--- config.mk ---
export PLATFORM = sky130hd
export DESIGN_NAME = dmem_arbiter
export DESIGN_NICKNAME = d
export VERILOG_FILES = /design/src/rtl/dmem_arbiter.sv
export SDC_FILE = /design/constraint.sdc
export NUM_CORES = 1
export LEC_CHECK = 0
export CAP_MARGIN = 25
export CELL_PAD_IN_SITES_DETAIL_PLACEMENT = 0
export CELL_PAD_IN_SITES_GLOBAL_PLACEMENT = 1
export CORE_ASPECT_RATIO = 0.5
export CORE_MARGIN = 8
export CORE_UTILIZATION = 17
export DETAILED_ROUTE_END_ITERATION = 7
export PLACE_DENSITY = 0.83
export SYNTH_ARGS = -nofsm -noshare
export SYNTH_HDL_FRONTEND = slang
export SYNTH_SLANG_ARGS = --single-unit
--- constraint.sdc ---
create_clock -name clk -period 2 [get_ports clk]
set_clock_uncertainty 0.05 [all_clocks]
set_input_delay 0.5 -clock clk [delete_from_list [all_inputs] [get_ports clk]]
set_output_delay 0.5 -clock clk [all_outputs]
set_load 0.02 [all_outputs]
--- src/rtl/dmem_arbiter.sv ---
// Two-port arbiter/sequencer for a single-port data memory with one-cycle registered reads.
// Port 0 has priority; port 1 is served after at most MAX_BURST consecutive port-0 grants.
module dmem_arbiter #(
    parameter int ADDR_W    = 32,
    parameter int DATA_W    = 32,
    parameter int MAX_BURST = 4
) (
    input  logic              clk,
    input  logic              reset,
    input  logic              req0,
    input  logic              we0,
    input  logic [ADDR_W-1:0] addr0,
    input  logic [DATA_W-1:0] wdata0,
    output logic              gnt0,
    output logic              rvalid0,
    input  logic              req1,
    input  logic              we1,
    input  logic [ADDR_W-1:0] addr1,
    input  logic [DATA_W-1:0] wdata1,
    output logic              gnt1,
    output logic              rvalid1,
    output logic [DATA_W-1:0] rdata,
    output logic [ADDR_W-1:0] mem_addr,
    output logic [DATA_W-1:0] mem_dataIn,
    output logic              mem_memoryEnable,
    output logic              mem_readNotWrite,
    input  logic [DATA_W-1:0] mem_dataOut,
    output logic              dbg_state
);

    // Handshake: a port holds req/we/addr/wdata stable until its gnt is seen high
    // in a cycle; that cycle is the issue cycle. rvalid pulses for one cycle per read.

    localparam int CNT_W = $clog2(MAX_BURST + 1);
    localparam logic [CNT_W-1:0] BURST_LIMIT = CNT_W'(MAX_BURST);

    typedef enum logic {
        IDLE   = 1'b0,
        RDWAIT = 1'b1
    } state_e;

    state_e             state_q, state_d;
    logic               owner_q, owner_d;
    logic [CNT_W-1:0]   burst_cnt_q, burst_cnt_d;
    logic [DATA_W-1:0]  rdata_q, rdata_d;
    logic               can_issue;
    logic               pick1;

    always_ff @(posedge clk or negedge reset) begin
        if (!reset) begin
            state_q     <= IDLE;
            owner_q     <= 1'b0;
            burst_cnt_q <= '0;
            rdata_q     <= '0;
        end else begin
            state_q     <= state_d;
            owner_q     <= owner_d;
            burst_cnt_q <= burst_cnt_d;
            rdata_q     <= rdata_d;
        end
    end

    // Gating on reset keeps grants and memory strobes quiet while reset is held.
    assign can_issue = reset && (state_q == IDLE);
    assign pick1     = req1 && (!req0 || (burst_cnt_q == BURST_LIMIT));

    always_comb begin
        state_d     = state_q;
        owner_d     = owner_q;
        burst_cnt_d = burst_cnt_q;
        rdata_d     = rdata_q;
        case (state_q)
            IDLE: begin
                if (gnt0 && !we0) begin
                    state_d = RDWAIT;
                    owner_d = 1'b0;
                end else if (gnt1 && !we1) begin
                    state_d = RDWAIT;
                    owner_d = 1'b1;
                end
            end
            RDWAIT: begin
                state_d = IDLE;
                rdata_d = mem_dataOut;
            end
            default: state_d = IDLE;
        endcase
        if (!req1 || gnt1) begin
            burst_cnt_d = '0;
        end else if (gnt0 && (burst_cnt_q != BURST_LIMIT)) begin
            burst_cnt_d = burst_cnt_q + 1'b1;
        end
    end

    always_comb begin
        gnt0             = 1'b0;
        gnt1             = 1'b0;
        mem_addr         = '0;
        mem_dataIn       = '0;
        mem_memoryEnable = 1'b0;
        mem_readNotWrite = 1'b1;
        if (can_issue) begin
            if (pick1) begin
                gnt1             = 1'b1;
                mem_addr         = addr1;
                mem_dataIn       = wdata1;
                mem_memoryEnable = 1'b1;
                mem_readNotWrite = ~we1;
            end else if (req0) begin
                gnt0             = 1'b1;
                mem_addr         = addr0;
                mem_dataIn       = wdata0;
                mem_memoryEnable = 1'b1;
                mem_readNotWrite = ~we0;
            end
        end
        // Routing follows the registered owner, not the live request lines.
        rvalid0 = (state_q == RDWAIT) && !owner_q;
        rvalid1 = (state_q == RDWAIT) && owner_q;
        if (!reset || (state_q == RDWAIT)) begin
            rdata = mem_dataOut;
        end else begin
            rdata = rdata_q;
        end
        dbg_state = state_q;
    end

endmodule

== After elaboration in Yosys (flattened, before gate mapping) ==
Index checks and enable logic that the tools add are counted.

* $add $sub $neg: 1
* Eq/ne operators: 2
* Muxes and demuxes: 24
* Bitwise logic cells: 3
* Reductions and logical operators: 19

{| class="wikitable"
|+ Operators by type and width
! operator !! count
|-
| $mux 32 || 7
|-
| $mux 1 || 14
|-
| $logic_and 1x1->1 || 7
|-
| $logic_not 1->1 || 6
|-
| $mux 3 || 2
|-
| $reduce_bool 2->1 || 2
|-
| $add 3x1->3 const B || 1
|-
| $eq 3x3->1 const B || 1
|-
| $logic_or 1x1->1 || 3
|-
| $ne 3x3->1 const B || 1
|-
| $not 1->1 || 3
|-
| $pmux 1 s2 || 1
|-
| $reduce_and 2->1 || 1
|}

* Register bits after elaboration: 37
* Bits of input ports: 166

== Depth between registers and ports, before layout ==
Gate-level depths: netlist of run 1.

* Word-level depth: 9
* Gate-level depth with buffers: 8
* Depth with buffers taken out: 5

== Worst setup path after synthesis of run 1 ==
No wires, ideal clock.

* Path type: register -> output
* From: reg burst_cnt_q[0]
* To: out mem_readNotWrite
* Arrival time: 1694 ps
* Required time: 1450 ps
* Slack: -244 ps
* Cell stages (with the launch flop): 8
* Cells stage by stage: dfrtp_1 > inv_1 > ha_1 > a21bo_1 > and3_4 > buf_6 > buf_2 > a22oi_1

* Word-level cells in the longest chain between the ends: 5

{| class="wikitable"
|+ Ends and longest elaborated chain
! element !! RTL line !! RTL
|-
| start, declared || 44 || <nowiki>logic [CNT_W-1:0] burst_cnt_q, burst_cnt_d;</nowiki>
|-
| start signal, assigned || 58 || <nowiki>burst_cnt_q <= burst_cnt_d;</nowiki>
|-
| $eq 3x3->1 || 65 || <nowiki>assign pick1 = req1 && (!req0 || (burst_cnt_q == BURST_LIMIT));</nowiki>
|-
| $logic_or 1x1->1 || 65 ||
|-
| $logic_and 1x1->1 || 65 ||
|-
| $mux 1 || 103 || <nowiki>if (pick1) begin</nowiki>
|-
| $mux 1 || 102 || <nowiki>if (can_issue) begin</nowiki>
|-
| end, declared || 26 || <nowiki>output logic mem_readNotWrite,</nowiki>
|}

No other way between the ends.

== Worst setup path after layout of run 1 ==
* From: reg burst_cnt_q[0]
* To: out mem_dataIn[29]

* Word-level cells in the longest chain between the ends: 5

{| class="wikitable"
|+ Ends and longest elaborated chain
! element !! RTL line !! RTL
|-
| $eq 3x3->1 || 65 ||
|-
| $logic_or 1x1->1 || 65 ||
|-
| $logic_and 1x1->1 || 65 ||
|-
| $mux 32 || 103 ||
|-
| $mux 32 || 102 ||
|-
| end, declared || 24 || <nowiki>output logic [DATA_W-1:0] mem_dataIn,</nowiki>
|}

No other way between the ends.

==> impl_results.rst, run 1 <==
.. list-table::
   :header-rows: 1

   * - Metric
     - Value
   * - Worst-margin pin slew
     - 0.507 ns
   * - Synthesized instance count
     - 288
   * - Multiplexer share of the synthesized area
     - 13.9%
   * - Placeable core area
     - 15,200 µm²
   * - Final Cycle Share
     - 125%
   * - Largest area contributor in the synthesized netlist
     - sky130_fd_sc_hd__dfrtp_1
   * - Count of input and output buffers
     - 268
   * - Netlist area before placement
     - 2590 µm²
   * - Arrival time reported for the critical path endpoint
     - 1.94 ns
   * - Number of enable flip-flop cells after synthesis
     - 0
   * - Crit path setup slack, layout
     - -0.492 ns
   * - Initial antenna violation count
     - 0
   * - First drt pass iteration count
     - 4
   * - Yosys warnings
     - 0
   * - Clock latency of the later-clocked register in the worst-skew pair
     - 0.27 ns
   * - Setup WS pre-CTS
     - -0.981 ns
   * - Fill count
     - 1,362
   * - Clock buffers created by TritonCTS
     - 5
   * - Kind of end point of the critical path
     - primary output
   * - Placed cell area
     - 5930 µm²
   * - Worst voltage drop across the vdd grid
     - 0.000556 V
   * - Power, Total
     - 0.00403 W
   * - Share of the synthesized area in compound gates (AO/OA/AOI/OAI)
     - 23.5%
   * - Path class of the lowest-slack min-delay path
     - input port to asynchronous set/reset pin
   * - Maximum net fanout on the critical path
     - 6
   * - Violated checks
     - setup timing
   * - Vias in the first global route
     - 3,736
   * - Xor and xnor area share after synthesis
     - 0.338%
   * - DIE WIDTH
     - 191 µm
   * - R2R cell count
     - 6
   * - Pin count of the biggest net entering global routing
     - 39
   * - Reg-to-reg endpoint
     - rdata_q[22]
   * - WS Path Type
     - register to primary output
   * - Number of ports placed on the die boundary
     - 269
   * - Routed vias/inst
     - 4.33
   * - Synthesized-area fraction occupied by adder cells
     - 0.965%
   * - Post-CTS clock slew at the launch and capture registers of the worst setup and hold paths
     - 0.06 ns
   * - Total half-perimeter wirelength after legalization and detailed placement
     - 10,700 µm
   * - Post-synth cell types
     - 28
   * - Pwr/cell area
     - 560 nW/µm²
   * - Startpoint class of the critical path
     - register
   * - RSZ-0062 raised after global routing
     - yes
   * - Clock Sinks
     - 37
   * - Final total negative setup slack
     - -31.69 ns
   * - Initial Utilization
     - 17.1%
   * - Final RePlAce weighted congestion
     - 0.796
   * - CP bufs+invs
     - 4
   * - Main flop type after synthesis
     - sky130_fd_sc_hd__dfrtp_1
   * - Hold Fails Final Rpt
     - 0
   * - Most Frequent Cell on Critical Path
     - sky130_fd_sc_hd__buf_6
   * - Wire length of the first global-routing pass
     - 21,700 µm
   * - Cell with the biggest individual delay on the critical path
     - sky130_fd_sc_hd__dfrtp_1
   * - Max-cap violation count
     - 0
   * - Number of buffers on the longest clock path
     - 2
   * - Area share of the leading cell type in the synthesized netlist
     - 35.7%
   * - Startpoint of the worst-slack reg-to-reg timing path
     - dbg_state
   * - Final Instance Area
     - 7190 µm²
   * - Total of flip-flops plus latches after synthesis
     - 37
   * - CTS tree
     - built
   * - Total setup violations reported at the end of the flow
     - 100
   * - Count of pins over their slew limit
     - 0
   * - Final-stage net count
     - 766
   * - Share of cells above drive strength 1
     - 53.8%
   * - Die Span Y
     - 103 µm
   * - Net count after synthesis
     - 456
   * - Async set-or-reset flop fraction in the synthesized netlist
     - 100%
   * - Cells along the critical path
     - inv_2, ha_4, a21bo_1, and3_4, buf_6, buf_16, a22o_4, buf_6
   * - Buffer type at the clock tree root
     - sky130_fd_sc_hd__clkbuf_16
   * - Per-instance average area after synthesis
     - 9.01 µm²
   * - Total via count in the routed design
     - 3,481
   * - Run status
     - finished, violations left
   * - Cell types with the largest area share after synthesis
     - sky130_fd_sc_hd__dfrtp_1 36%, sky130_fd_sc_hd__a22o_1 22%, sky130_fd_sc_hd__nand2_1 14%, sky130_fd_sc_hd__mux2_2 14%, sky130_fd_sc_hd__buf_6 2.6%
   * - Syn-to-layout area delta
     - 177%
   * - Register area share after synthesis
     - 35.7%
   * - Reg-to-reg setup timing slack
     - 0.20 ns
   * - Per-cell routed wire length
     - 19.2 µm
   * - Overall overflow remaining after global route
     - 0
   * - Number of remaining DRC errors
     - 0
   * - Global routing usage summed across all routing layers
     - 14.0%
   * - Static Leakage
     - 3.32 nW
   * - Min Clock Period, post-route
     - 2.49 ns
   * - Area of the die
     - 19,700 µm²
   * - Max frequency
     - 401 MHz
   * - Cell family with the largest share of critical-path delay
     - buffers and inverters
   * - Post-route antenna net violation count
     - 0
   * - Largest stage delay, worst path
     - 0.38 ns
   * - Normalized max-slew margin
     - 66.2%
   * - CTS HTree Levels
     - 2
   * - Violation count after the first detailed-route iteration
     - 93
   * - Data required, critical path
     - 1.45 ns
   * - Main combinational cell family by area after synthesis
     - compound AO/OA/AOI/OAI gates
   * - Fraction of the mapped netlist area in simple logic gates
     - 18.0%
   * - Wirelength, routed
     - 15,500 µm
   * - Number of placement rows
     - 32
==> layer usage <==
metal  vias to the layer above  GRT usage [%]  wire length, µm
met5                         -              0                0
met4                         0           3.85              305
met3                        18           2.41              753
met2                       113           27.3             8570
met1                      1699           15.8             5840
li1                       1651              -                -
==> tightest hold or removal path: cells and delay by family <==
kind                   cells  cell delay (ns)
buffers and inverters      3             0.70
==> through the flow <==
step	hold WS (ns)	util (%)	std cells
global route	0.452	47.3	803
finish	0.421	47.4	804
global placement	0.438	39.1	754
floorplan	0.154	-	288
detailed placement	0.445	39.1	754
CTS	0.377	44.9	799
==> cells in the final DEF, fill, tap and decap left out, drive strengths merged <==
cell type and count:
nand2 97, and2 1, nand3 1, or3 1, nor2 2, o21ai 1, and3 2, a22o 64
nand4 1, dlygate4sd2 3, a21oi 1, a21bo 1, xnor2 1, clkdlybuf4s50 162, buf 162, nor3b 2
mux2 32, a22oi 2, clkbuf 9, nor2b 2, nand2b 1, a21boi 2, bufinv 2, diode 1
nand4b 2, inv 6, dfrtp 37, ha 2
==> kinds of logic after synthesis <==
| family | after synthesis |
|---|---|
| xor gates and xnor gates | 1 |
| buffers and inverters | 33 |
| adders and majority gates | 2 |
| and+or+nand+nor | 112 |
| muxes | 32 |
| AOI/OAI and AO/OA | 71 |
| DFF | 37 |
==> cells in the mapped netlist, types with 2 or more instances <==
library cell and instances:
sky130_fd_sc_hd__mux2_2 32, sky130_fd_sc_hd__inv_1 5, sky130_fd_sc_hd__ha_1 2, sky130_fd_sc_hd__a22oi_1 2, sky130_fd_sc_hd__a21boi_0 2, sky130_fd_sc_hd__a22o_1 64, sky130_fd_sc_hd__nand4b_1 2, sky130_fd_sc_hd__buf_6 6
sky130_fd_sc_hd__clkbuf_1 10, sky130_fd_sc_hd__nor3b_1 2, sky130_fd_sc_hd__buf_4 5, sky130_fd_sc_hd__nand2_1 97, sky130_fd_sc_hd__dfrtp_1 37, sky130_fd_sc_hd__nor2_1 2, sky130_fd_sc_hd__buf_2 7
==> cell type report <==
cell class / count / area, µm² / share of cell area (%)
sequential: 37 / 927 / 12.9
antenna: 1 / 2.50 / 0.0348
inverter: 5 / 18.8 / 0.261
clock inverter: 3 / 68.8 / 0.958
tap: 204 / 255 / 3.55
timing repair buffer: 331 / 3660 / 50.9
multi-input combinational: 218 / 2130 / 29.7
clock buffer: 5 / 125 / 1.74
==> sequential cells by signal, indices dropped and copies added (netlist names) <==
name,flops
rdata_q,32
burst_cnt_q,3
dbg_state,1
owner_q,1
==> where the power goes <==
group	leakage [nW]	internal (W)	switching [W]
combinational	2.78	0.00114	0.000822
sequential	0.443	0.000914	0.000112
clock	0.0944	0.000719	0.000322
==> how the worst max path moves through the flow <==
stage               slack, ns  cells past startpoint            from        endpoint
detailed placement      -0.98                      6            req1    mem_addr[22]
finish                  -0.49                      8  burst_cnt_q[0]  mem_dataIn[29]
global route            -0.56                      8  burst_cnt_q[0]    mem_addr[11]
floorplan               -0.11                      8  burst_cnt_q[0]    mem_addr[25]
global placement        -0.96                      6            req1    mem_addr[22]
CTS                     -0.47                      8  burst_cnt_q[0]  mem_dataIn[18]
==> what timing repair did <==
item / in CTS / in global routing
cloned: 10 / 5
hold endpoints to repair: 0 / 0
buffers inserted: 28 / 7
pin swaps: 34 / 36
setup endpoints to repair: 103 / 102
hold buffers: 0 / 0
gates resized for setup: 636 / 111
(Power assumes the default switching activity.)
==> run 2: changes to the inputs <==
CTS_BUF_LIST = sky130_fd_sc_hd__clkbuf_8 sky130_fd_sc_hd__clkbuf_16   (was unset)
GPL_TIMING_DRIVEN = 0   (was unset)
==> run 2 against run 1 <==
The flow still finishes with violations (setup timing). Via count increased by 1.5%. Register-to-register slack got worse by 0.16 ns. Utilization increased by 2.2 points. Global-route usage hardly changed. Final area grew 4.6%. Highest routed layer unchanged. Maximum frequency is 1.3% higher. Routed wire length fell by 1.2%.
==> impl_results.rst, run 2 (synthesis results as in run 1) <==
.. list-table::
   :header-rows: 1

   * - Metric
     - Value
   * - Flip-flop count of the largest register, all copies and words added
     - 32 (unchanged)
   * - Wire length of the first global-routing pass
     - 21,900 µm (was 21,700 µm)
   * - RSZ-0062 raised after global routing
     - yes (unchanged)
   * - Total half-perimeter wirelength after legalization and detailed placement
     - 11,000 µm (was 10,700 µm)
   * - Reg-to-reg setup timing slack
     - 0.04 ns (was 0.20 ns)
   * - Clock Sinks
     - 37 (unchanged)
   * - Kind of end point of the critical path
     - primary output (unchanged)
   * - Max frequency
     - 406 MHz (was 401 MHz)
   * - Routed vias/inst
     - 4.30 (was 4.33)
   * - Cell family with the largest share of critical-path delay
     - buffers and inverters (unchanged)
   * - Hold Fails Final Rpt
     - 0 (unchanged)
   * - Normalized max-slew margin
     - 58.1% (was 66.2%)
   * - Cell with the biggest individual delay on the critical path
     - sky130_fd_sc_hd__dfrtp_1 (unchanged)
   * - Total setup violations reported at the end of the flow
     - 100 (unchanged)
   * - Violation count after the first detailed-route iteration
     - 78 (was 93)
   * - WS Path Type
     - register to primary output (unchanged)
   * - Most used cells in the layout excluding fill and tap cells
     - 163 x sky130_fd_sc_hd__clkdlybuf4s50_1, 119 x sky130_fd_sc_hd__buf_6, 46 x sky130_fd_sc_hd__nand2_2 (was 162 x sky130_fd_sc_hd__clkdlybuf4s50_1, 109 x sky130_fd_sc_hd__buf_6, 45 x sky130_fd_sc_hd__nand2_2)
   * - Maximum net fanout on the critical path
     - 10 (was 6)
   * - Post-route antenna net violation count
     - 0 (unchanged)
   * - Register with the most flip-flops
     - rdata_q (unchanged)
   * - Violated checks
     - setup timing (unchanged)
   * - Reg-to-reg endpoint
     - burst_cnt_q[1] (was rdata_q[22])
   * - Final-stage net count
     - 784 (was 766)
   * - Startpoint of the worst-slack reg-to-reg timing path
     - dbg_state (unchanged)
   * - Data required, critical path
     - 1.45 ns (about the same)
   * - Final RePlAce weighted congestion
     - 0.764 (was 0.796)
   * - First drt pass iteration count
     - 4 (unchanged)
   * - Worst hold-check slack
     - 0.138 ns (was 0.421 ns)
   * - DIE WIDTH
     - 191 µm (unchanged)
   * - Pin count of the biggest net entering global routing
     - 17 (was 39)
   * - Post-CTS clock slew at the launch and capture registers of the worst setup and hold paths
     - 0.06 ns (about the same)
   * - Count of pins over their slew limit
     - 0 (unchanged)
   * - Path class of the lowest-slack min-delay path
     - input port to asynchronous set/reset pin (unchanged)
   * - CP bufs+invs
     - 4 (unchanged)
   * - Share of cells above drive strength 1
     - 56.2% (was 53.8%)
   * - Run status
     - finished, violations left (unchanged)
   * - Placeable core area
     - 15,200 µm² (unchanged)
   * - Pwr/cell area
     - 537 nW/µm² (was 560 nW/µm²)
   * - Per-cell routed wire length
     - 18.6 µm (was 19.2 µm)
   * - Vias in the first global route
     - 3,728 (was 3,736)
   * - Initial Utilization
     - 17.1% (unchanged)
   * - Final Cycle Share
     - 123% (was 125%)
   * - Min Clock Period, post-route
     - 2.46 ns (was 2.49 ns)
   * - Worst voltage drop across the vdd grid
     - 0.000352 V (was 0.000556 V)
   * - CTS tree
     - built (unchanged)
   * - Ant. Diodes
     - 0 (was 1)
   * - Arrival time reported for the critical path endpoint
     - 1.91 ns (was 1.94 ns)
   * - Clock latency of the later-clocked register in the worst-skew pair
     - 0.28 ns (was 0.27 ns)
   * - Count of input and output buffers
     - 268 (unchanged)
   * - Global routing usage summed across all routing layers
     - 14.0% (about the same)
   * - Startpoint class of the critical path
     - register (unchanged)
   * - Most Frequent Cell on Critical Path
     - sky130_fd_sc_hd__buf_12 (was sky130_fd_sc_hd__buf_6)
   * - Cell depth of the worst setup path
     - 8 (unchanged)
   * - Clock buffers created by TritonCTS
     - 5 (unchanged)
   * - Cells along the critical path
     - inv_1, ha_2, a21bo_1, and3_4, buf_12, buf_12, a22o_4, buf_6 (was inv_2, ha_4, a21bo_1, and3_4, buf_6, buf_16, a22o_4, buf_6)
   * - Number of buffers on the longest clock path
     - 2 (unchanged)
   * - Die Span Y
     - 103 µm (unchanged)
   * - Worst-margin pin slew
     - 0.628 ns (was 0.507 ns)
   * - Total via count in the routed design
     - 3,533 (was 3,481)
   * - Most frequent standard cell in the layout excluding fill and tap cells
     - sky130_fd_sc_hd__clkdlybuf4s50_1 (unchanged)
   * - Static Leakage
     - 3.49 nW (was 3.32 nW)
   * - Number of remaining DRC errors
     - 0 (unchanged)
   * - Number of ports placed on the die boundary
     - 269 (unchanged)
   * - Max-cap violation count
     - 0 (unchanged)
   * - Crit path setup slack, layout
     - -0.461 ns (was -0.492 ns)
   * - Largest stage delay, worst path
     - 0.34 ns (was 0.38 ns)
   * - R2R cell count
     - 8 (was 6)
   * - Final total negative setup slack
     - -32.96 ns (was -31.69 ns)
   * - Biggest registers after layout
     - rdata_q x32, burst_cnt_q x3 (unchanged)
   * - Wirelength, routed
     - 15,300 µm (was 15,500 µm)
   * - Syn-to-layout area delta
     - 190% (was 177%)
   * - CTS HTree Levels
     - 2 (unchanged)
   * - Area of the die
     - 19,700 µm² (unchanged)
   * - Initial antenna violation count
     - 0 (unchanged)
   * - Number of placement rows
     - 32 (unchanged)
   * - Buffer type at the clock tree root
     - sky130_fd_sc_hd__clkbuf_16 (unchanged)
   * - Overall overflow remaining after global route
     - 0 (unchanged)
## run 2: cell type report
class                      instances  area [µm²]
inverter                           5        18.8
clock buffer                       6         139
sequential                        37         927
fill                            1315        7660
tap                              204         255
timing repair buffer             325        3500
clock inverter                     2        37.5
multi-input combinational        219        2220
buffer                            23         418
## run 2: stage by stage
stage               setup slack, ns  power [W]  instance area [µm²]  std cells  utilization [%]
floorplan                    -0.111    0.00175                 2990        288                -
global placement              -2.84    0.00258                 5930        760             39.1
detailed placement            -1.29    0.00261                 5940        761             39.2
CTS                          -0.484    0.00384                 6910        802             45.5
global route                 -0.529    0.00422                 7520        821             49.5
finish                       -0.461    0.00404                 7520        821             49.5
## run 2: metal layers
layer / routed length [µm] / share of wire, % / vias up / global-route usage, %
met1: 6040 / 39 / 1736 / 16.3
met5: 0 / 0 / - / 0
met3: 691 / 4.5 / 11 / 2.54
met2: 8440 / 55 / 95 / 27.6
li1: - / - / 1691 / -
met4: 114 / 0.75 / 0 / 1.48
## run 2: worst max path at each step
stage | from | end
floorplan | burst_cnt_q[0] | mem_addr[25]
global placement | reset | mem_dataIn[0]
detailed placement | reset | mem_dataIn[3]
CTS | burst_cnt_q[0] | mem_dataIn[3]
global route | burst_cnt_q[1] | mem_addr[26]
finish | burst_cnt_q[1] | mem_dataIn[3]
## run 2: where the power goes
group / switching, W / total [W] / internal (W)
clock: 0.000324 / 0.000946 / 0.000623
combinational: 0.000841 / 0.00205 / 0.00121
sequential: 0.000124 / 0.00104 / 0.000915
## run 2: timing repair
item	CTS	global route
gates resized for setup	681	134
endpoints found under the hold margin	7	0
setup endpoints to repair	102	102
pin swaps	30	71
setup buffers	26	21
hold buffers	1	0
cloned	9	4
==> run 3: changes to the inputs <==
CORE_MARGIN = unset   (was 8)
HOLD_SLACK_MARGIN = 0.02   (was unset)
SKIP_CTS_REPAIR_TIMING = 1   (was unset)
==> run 3 against run 2 <==
The flow still finishes with violations (setup timing). Critical path depth rose by 1. Via count up 0.23%. Flip-flop and latch count unchanged.
==> impl_results.rst, run 3 (synthesis results as in run 1) <==
.. list-table::
   :header-rows: 1

   * - Metric
     - Value
   * - Number of buffers on the longest clock path
     - 2 (unchanged)
   * - Per-cell routed wire length
     - 17.2 µm (was 18.6 µm)
   * - R2R cell count
     - 5 (was 8)
   * - Worst hold-check slack
     - 0.0547 ns (was 0.138 ns)
   * - Number of ports placed on the die boundary
     - 269 (unchanged)
   * - Violated checks
     - setup timing (unchanged)
   * - Run status
     - finished, violations left (unchanged)
   * - CTS HTree Levels
     - 2 (unchanged)
   * - Startpoint of the worst-slack reg-to-reg timing path
     - dbg_state (unchanged)
   * - Static Leakage
     - 3.37 nW (was 3.49 nW)
   * - Path class of the lowest-slack min-delay path
     - input port to asynchronous set/reset pin (unchanged)
   * - Overall overflow remaining after global route
     - 0 (unchanged)
   * - Wirelength, routed
     - 13,800 µm (was 15,300 µm)
   * - Min Clock Period, post-route
     - 2.54 ns (was 2.46 ns)
   * - Post-route antenna net violation count
     - 0 (unchanged)
   * - DIE WIDTH
     - 177 µm (was 191 µm)
   * - Reg-to-reg setup timing slack
     - 0.24 ns (was 0.04 ns)
   * - Share of cells above drive strength 1
     - 53.6% (was 56.2%)
   * - Syn-to-layout area delta
     - 180% (was 190%)
   * - DP Cell Count
     - 755 (was 761)
   * - Routed vias/inst
     - 4.40 (was 4.30)
   * - Power, Total
     - 0.00388 W (was 0.00404 W)
   * - Worst voltage drop across the vdd grid
     - 0.000331 V (was 0.000352 V)
   * - Count of pins over their slew limit
     - 0 (unchanged)
   * - Initial antenna violation count
     - 0 (unchanged)
   * - Number of remaining DRC errors
     - 0 (unchanged)
   * - Hold Fails Final Rpt
     - 0 (unchanged)
   * - Register with the most flip-flops
     - rdata_q (unchanged)
   * - Number of placement rows
     - 31 (was 32)
   * - Clock Sinks
     - 37 (unchanged)
   * - Die Span Y
     - 89.3 µm (was 103 µm)
   * - First drt pass iteration count
     - 4 (unchanged)
   * - Max frequency
     - 393 MHz (was 406 MHz)
   * - Buffer type at the clock tree root
     - sky130_fd_sc_hd__clkbuf_16 (unchanged)
   * - Clock buffers created by TritonCTS
     - 5 (unchanged)
   * - Global routing usage summed across all routing layers
     - 14.2% (was 14.0%)
   * - CTS tree
     - built (unchanged)
   * - Core Util, Final
     - 49.6% (was 49.5%)
   * - Pwr/cell area
     - 534 nW/µm² (was 537 nW/µm²)
   * - Biggest registers after layout
     - rdata_q x32, burst_cnt_q x3 (unchanged)
   * - Most used cells in the layout excluding fill and tap cells
     - 163 x sky130_fd_sc_hd__clkdlybuf4s50_1, 86 x sky130_fd_sc_hd__buf_6, 40 x sky130_fd_sc_hd__a22o_4 (was 163 x sky130_fd_sc_hd__clkdlybuf4s50_1, 119 x sky130_fd_sc_hd__buf_6, 46 x sky130_fd_sc_hd__nand2_2)
   * - Fill count
     - 1,303 (was 1,315)
   * - Final-stage net count
     - 773 (was 784)
   * - Post-CTS clock slew at the launch and capture registers of the worst setup and hold paths
     - 0.06 ns (about the same)
   * - Worst-margin pin slew
     - 0.589 ns (was 0.628 ns)
   * - Total half-perimeter wirelength after legalization and detailed placement
     - 9710 µm (was 11,000 µm)
   * - Most frequent standard cell in the layout excluding fill and tap cells
     - sky130_fd_sc_hd__clkdlybuf4s50_1 (unchanged)
   * - Maximum net fanout on the critical path
     - 10 (unchanged)
   * - Area of the die
     - 15,800 µm² (was 19,700 µm²)
   * - Reg-to-reg endpoint
     - rdata_q[5] (was burst_cnt_q[1])
   * - Final Cycle Share
     - 127% (was 123%)
   * - Pin count of the biggest net entering global routing
     - 36 (was 17)
   * - RSZ-0062 raised after global routing
     - yes (unchanged)
   * - Vias in the first global route
     - 3,148 (was 3,728)
   * - Violation count after the first detailed-route iteration
     - 90 (was 78)
   * - Crit path setup slack, layout
     - -0.543 ns (was -0.461 ns)
   * - WS Path Type
     - register to primary output (unchanged)
   * - Normalized max-slew margin
     - 60.7% (was 58.1%)
   * - Placed cell area
     - 5940 µm² (about the same)
   * - Data required, critical path
     - 1.45 ns (about the same)
   * - Total setup violations reported at the end of the flow
     - 99 (was 100)
   * - Total via count in the routed design
     - 3,541 (was 3,533)
   * - Final Instance Area
     - 7270 µm² (was 7520 µm²)
   * - Flip-flop count of the largest register, all copies and words added
     - 32 (unchanged)
   * - Area of the multi-input gates
     - 2160 µm² (was 2220 µm²)
   * - Clock latency of the later-clocked register in the worst-skew pair
     - 0.28 ns (about the same)
   * - Wire length of the first global-routing pass
     - 17,300 µm (was 21,900 µm)
   * - Sequential cell area
     - 927 µm² (unchanged)
   * - Startpoint class of the critical path
     - register (unchanged)
   * - Max-cap violation count
     - 0 (unchanged)
   * - Ant. Diodes
     - 0 (unchanged)
   * - Kind of end point of the critical path
     - primary output (unchanged)
   * - Final RePlAce weighted congestion
     - 0.766 (was 0.764)
   * - Count of input and output buffers
     - 268 (unchanged)
   * - Non-filler cells in the finished layout
     - 804 (was 821)
   * - Placeable core area
     - 14,700 µm² (was 15,200 µm²)
   * - Arrival time reported for the critical path endpoint
     - 1.99 ns (was 1.91 ns)
   * - Initial Utilization
     - 17.7% (was 17.1%)
## run 3: power by group
| part | switching, W | internal [W] |
|---|---|---|
| Clock | 0.000322 | 0.000590 |
| Combinational | 0.000819 | 0.00115 |
| Sequential | 0.0000881 | 0.000914 |
## run 3: critical path: stages (launching register included)
cell                      delay, ns
sky130_fd_sc_hd__dfrtp_1       0.38
sky130_fd_sc_hd__inv_2         0.07
sky130_fd_sc_hd__ha_4          0.15
sky130_fd_sc_hd__nand3_1       0.11
sky130_fd_sc_hd__and3_4        0.21
sky130_fd_sc_hd__buf_12        0.14
sky130_fd_sc_hd__buf_12        0.14
sky130_fd_sc_hd__buf_12        0.14
sky130_fd_sc_hd__a22o_4        0.21
sky130_fd_sc_hd__buf_4         0.15
## run 3: stage by stage
stage	setup slack, ns	setup TNS [ns]
after floorplan	-0.111	-6.04
after global placement	-2.82	-301.92
after detailed placement	-1.25	-113.88
after CTS	-1.26	-114.99
after global routing	-0.616	-43.45
final	-0.543	-37.11
## run 3: per-layer routing
| metal | GRT usage (%) | vias up | wire length (µm) |
|---|---|---|---|
| met5 | 0 | - | 0 |
| met4 | 2.82 | 0 | 105 |
| met3 | 2.21 | 9 | 710 |
| met2 | 27.7 | 101 | 7500 |
| met1 | 16.5 | 1761 | 5510 |
| li1 | - | 1670 | - |
## run 3: worst max path at each step
stage                   start              to  slack, ns
6_report       burst_cnt_q[1]  mem_dataIn[19]      -0.54
4_1_cts                 reset    mem_addr[23]      -1.26
5_1_grt        burst_cnt_q[0]   mem_dataIn[3]      -0.62
3_3_place_gp            reset    mem_addr[21]      -2.82
2_1_floorplan  burst_cnt_q[0]    mem_addr[25]      -0.11
3_5_place_dp            reset   mem_dataIn[2]      -1.25
## run 3: area by class of cell
class | count | area share, %
clock inverters | 3 | 0.636
flip-flops and latches | 37 | 12.7
repair buffers | 312 | 45.8
well taps | 198 | 3.41
clock buffers | 5 | 1.72
inverters | 5 | 0.258
plain buffers | 26 | 5.80
multi-input cells | 218 | 29.6
==> variant, RTL diff (settings of run 2) <==
`MAX_BURST`: 4 -> 2.
--- a/src/rtl/dmem_arbiter.sv
+++ b/src/rtl/dmem_arbiter.sv
@@ -4,5 +4,5 @@
     parameter int ADDR_W    = 32,
     parameter int DATA_W    = 32,
-    parameter int MAX_BURST = 4
+    parameter int MAX_BURST = 2
 ) (
     input  logic              clk,
Function: changed (Yosys sat finds a counterexample within 4 cycles, from zero or initial values and one cycle with reset low).
==> variant against run 2 <==
Synthesized area down 3.6%; the run still ends with negative setup slack left; final area decreased by 5.1%; first-iteration DRC count increased by 24%; maximum frequency grew 2.4%; global-route usage is 0.15 points higher; total power shrank 3.7%; critical path type unchanged; wire length rose by 1.8%; worst setup slack better by 0.057 ns; highest routed layer unchanged; sequential cell count fell by 1; sequential share of layout area grew 0.32 points; combinational power shrank 2%.
==> variant: results <==
# TYPE chip_impl_metric gauge
chip_impl_info{name="status",value="complete, but fails checks"} 1
chip_impl_info{name="failing_checks",value="negative setup slack"} 1
chip_impl_metric{name="hpwlAfterDp",unit="mm"} 11.5
chip_impl_metric{name="routabilityCongestion",unit=""} 0.760
chip_impl_info{name="synth.top_cells.by_count",value="98 x sky130_fd_sc_hd__nand2_1, 65 x sky130_fd_sc_hd__a22o_1, 36 x sky130_fd_sc_hd__dfrtp_1"} 1
chip_impl_metric{name="setup_viol",unit=""} 100
chip_impl_metric{name="synth_fp_nets",unit=""} 447
chip_impl_metric{name="vias_in_the_first_global_route",unit=""} 3509
chip_impl_metric{name="finish.net_count",unit=""} 767
chip_impl_metric{name="grtUsageTotal",unit="%"} 14.2
chip_impl_metric{name="vdd.ir_drop.worst",unit="mV"} 0.360
chip_impl_metric{name="via_count",unit=""} 3429
chip_impl_metric{name="synth_xor_xnor_area_share",unit="%"} 0
chip_impl_metric{name="grt_pass1_wl",unit="mm"} 21.3
chip_impl_metric{name="largest_net_degree_at_the_start_of_global_routing",unit=""} 20
chip_impl_metric{name="placed_area",unit="mm²"} 0.00582
chip_impl_metric{name="drt_iter0_drc",unit=""} 97
chip_impl_info{name="largest_registers",value="rdata_q (32), burst_cnt_q (2)"} 1
chip_impl_metric{name="worst-endpoint-arrival",unit="ns"} 1.85
chip_impl_metric{name="route.detailed.wl_per_inst",unit="µm"} 19.5
chip_impl_info{name="biggest_area_contributors_in_the_synthesized_netlist",value="sky130_fd_sc_hd__dfrtp_1 36%, sky130_fd_sc_hd__a22o_1 23%, sky130_fd_sc_hd__nand2_1 15%"} 1
chip_impl_metric{name="synth.area.mux_share",unit="%"} 14.4
chip_impl_metric{name="worst_path_largest_cell_delay",unit="ns"} 0.40
chip_impl_metric{name="detail_route.first_pass.iterations",unit=""} 4
chip_impl_metric{name="worst_slack",unit="ns"} -0.404
chip_impl_metric{name="worst_pin_slew",unit="ns"} 0.899
chip_impl_metric{name="power.static_leakage",unit="µW"} 0.00329
chip_impl_metric{name="yosysUniqueCellTypes",unit=""} 24
chip_impl_metric{name="detailedPlace.worstSlack",unit="ns"} -1.65
chip_impl_metric{name="synth_compound_gate_area_share",unit="%"} 24.2
[variant: final cells by class]
| type | count | area [µm²] |
|---|---|---|
| clock inverter | 3 | 38.8 |
| timing repair buffer | 317 | 3480 |
| fill | 1295 | 7300 |
| buffer | 24 | 374 |
| clock buffer | 5 | 125 |
| inverter | 3 | 11.3 |
| tap | 198 | 248 |
| sequential | 36 | 902 |
| multi-input combinational | 213 | 1950 |
[variant: worst register-to-register path: stages, from the launching register on]
cell and delay, ns:
sky130_fd_sc_hd__dfrtp_2 0.44, sky130_fd_sc_hd__buf_4 0.15, sky130_fd_sc_hd__clkbuf_1 0.51, sky130_fd_sc_hd__mux2_2 0.43
[variant: cell families after synthesis]
group,after synthesis
mux,32
fa+ha+maj,1
buf+inv,31
compound gates,70
flops,36
simple gates,110
[variant: where the power goes]
part | internal, µW | switching (µW) | leakage (µW)
clock | 581 | 287 | 0.0000850
combinational | 1190 | 816 | 0.00277
sequential | 896 | 115 | 0.000429
total | 2670 | 1220 | 0.00329
[variant: per-stage QoR]
stage	setup TNS, ns	total power, µW	instances	hold slack [ns]
after floorplan	-3.75	1740	280	0.154
after global placement	-294.70	2590	746	0.438
after detailed placement	-153.54	2620	746	0.445
after CTS	-39.14	3620	768	0.116
after global routing	-35.03	4090	799	0.116
final	-29.07	3890	799	0.122
[variant: worst paths after layout]
| path | startpoint | end | slack (ns) | cells after the start |
|---|---|---|---|---|
| max | burst_cnt_q[1] | mem_addr[7] | -0.40 | 7 |
| min | reset | rdata_q[17] | 0.12 | 1 |
| max reg2reg | dbg_state | rdata_q[24] | 0.31 | 3 |
| min reg2reg | rdata_q[29] | rdata_q[29] | 0.46 | 1 |
| max in group asynchronous | reset | rdata_q[7] | 0.50 | 2 |
| min in group clk | rdata_q[29] | rdata_q[29] | 0.46 | 1 |
[variant: repair_timing]
action / 4_1_cts / 5_1_grt
setup buffers: 9 / 29
hold buffers: 1 / 0
endpoints found under the hold margin: 17 / 0
setup endpoints to repair: 104 / 102
gates resized for setup: 529 / 225
pin swaps: 6 / 38
cloned: 6 / 5
[variant: per-layer routing]
| layer | vias to the layer above | wire [µm] | track usage (%) |
|---|---|---|---|
| met5 | - | 0 | 0 |
| met4 | 0 | 81 | 2.35 |
| met3 | 7 | 657 | 2.37 |
| met2 | 96 | 8530 | 27.3 |
| met1 | 1682 | 6300 | 16.7 |
| li1 | 1644 | - | - |
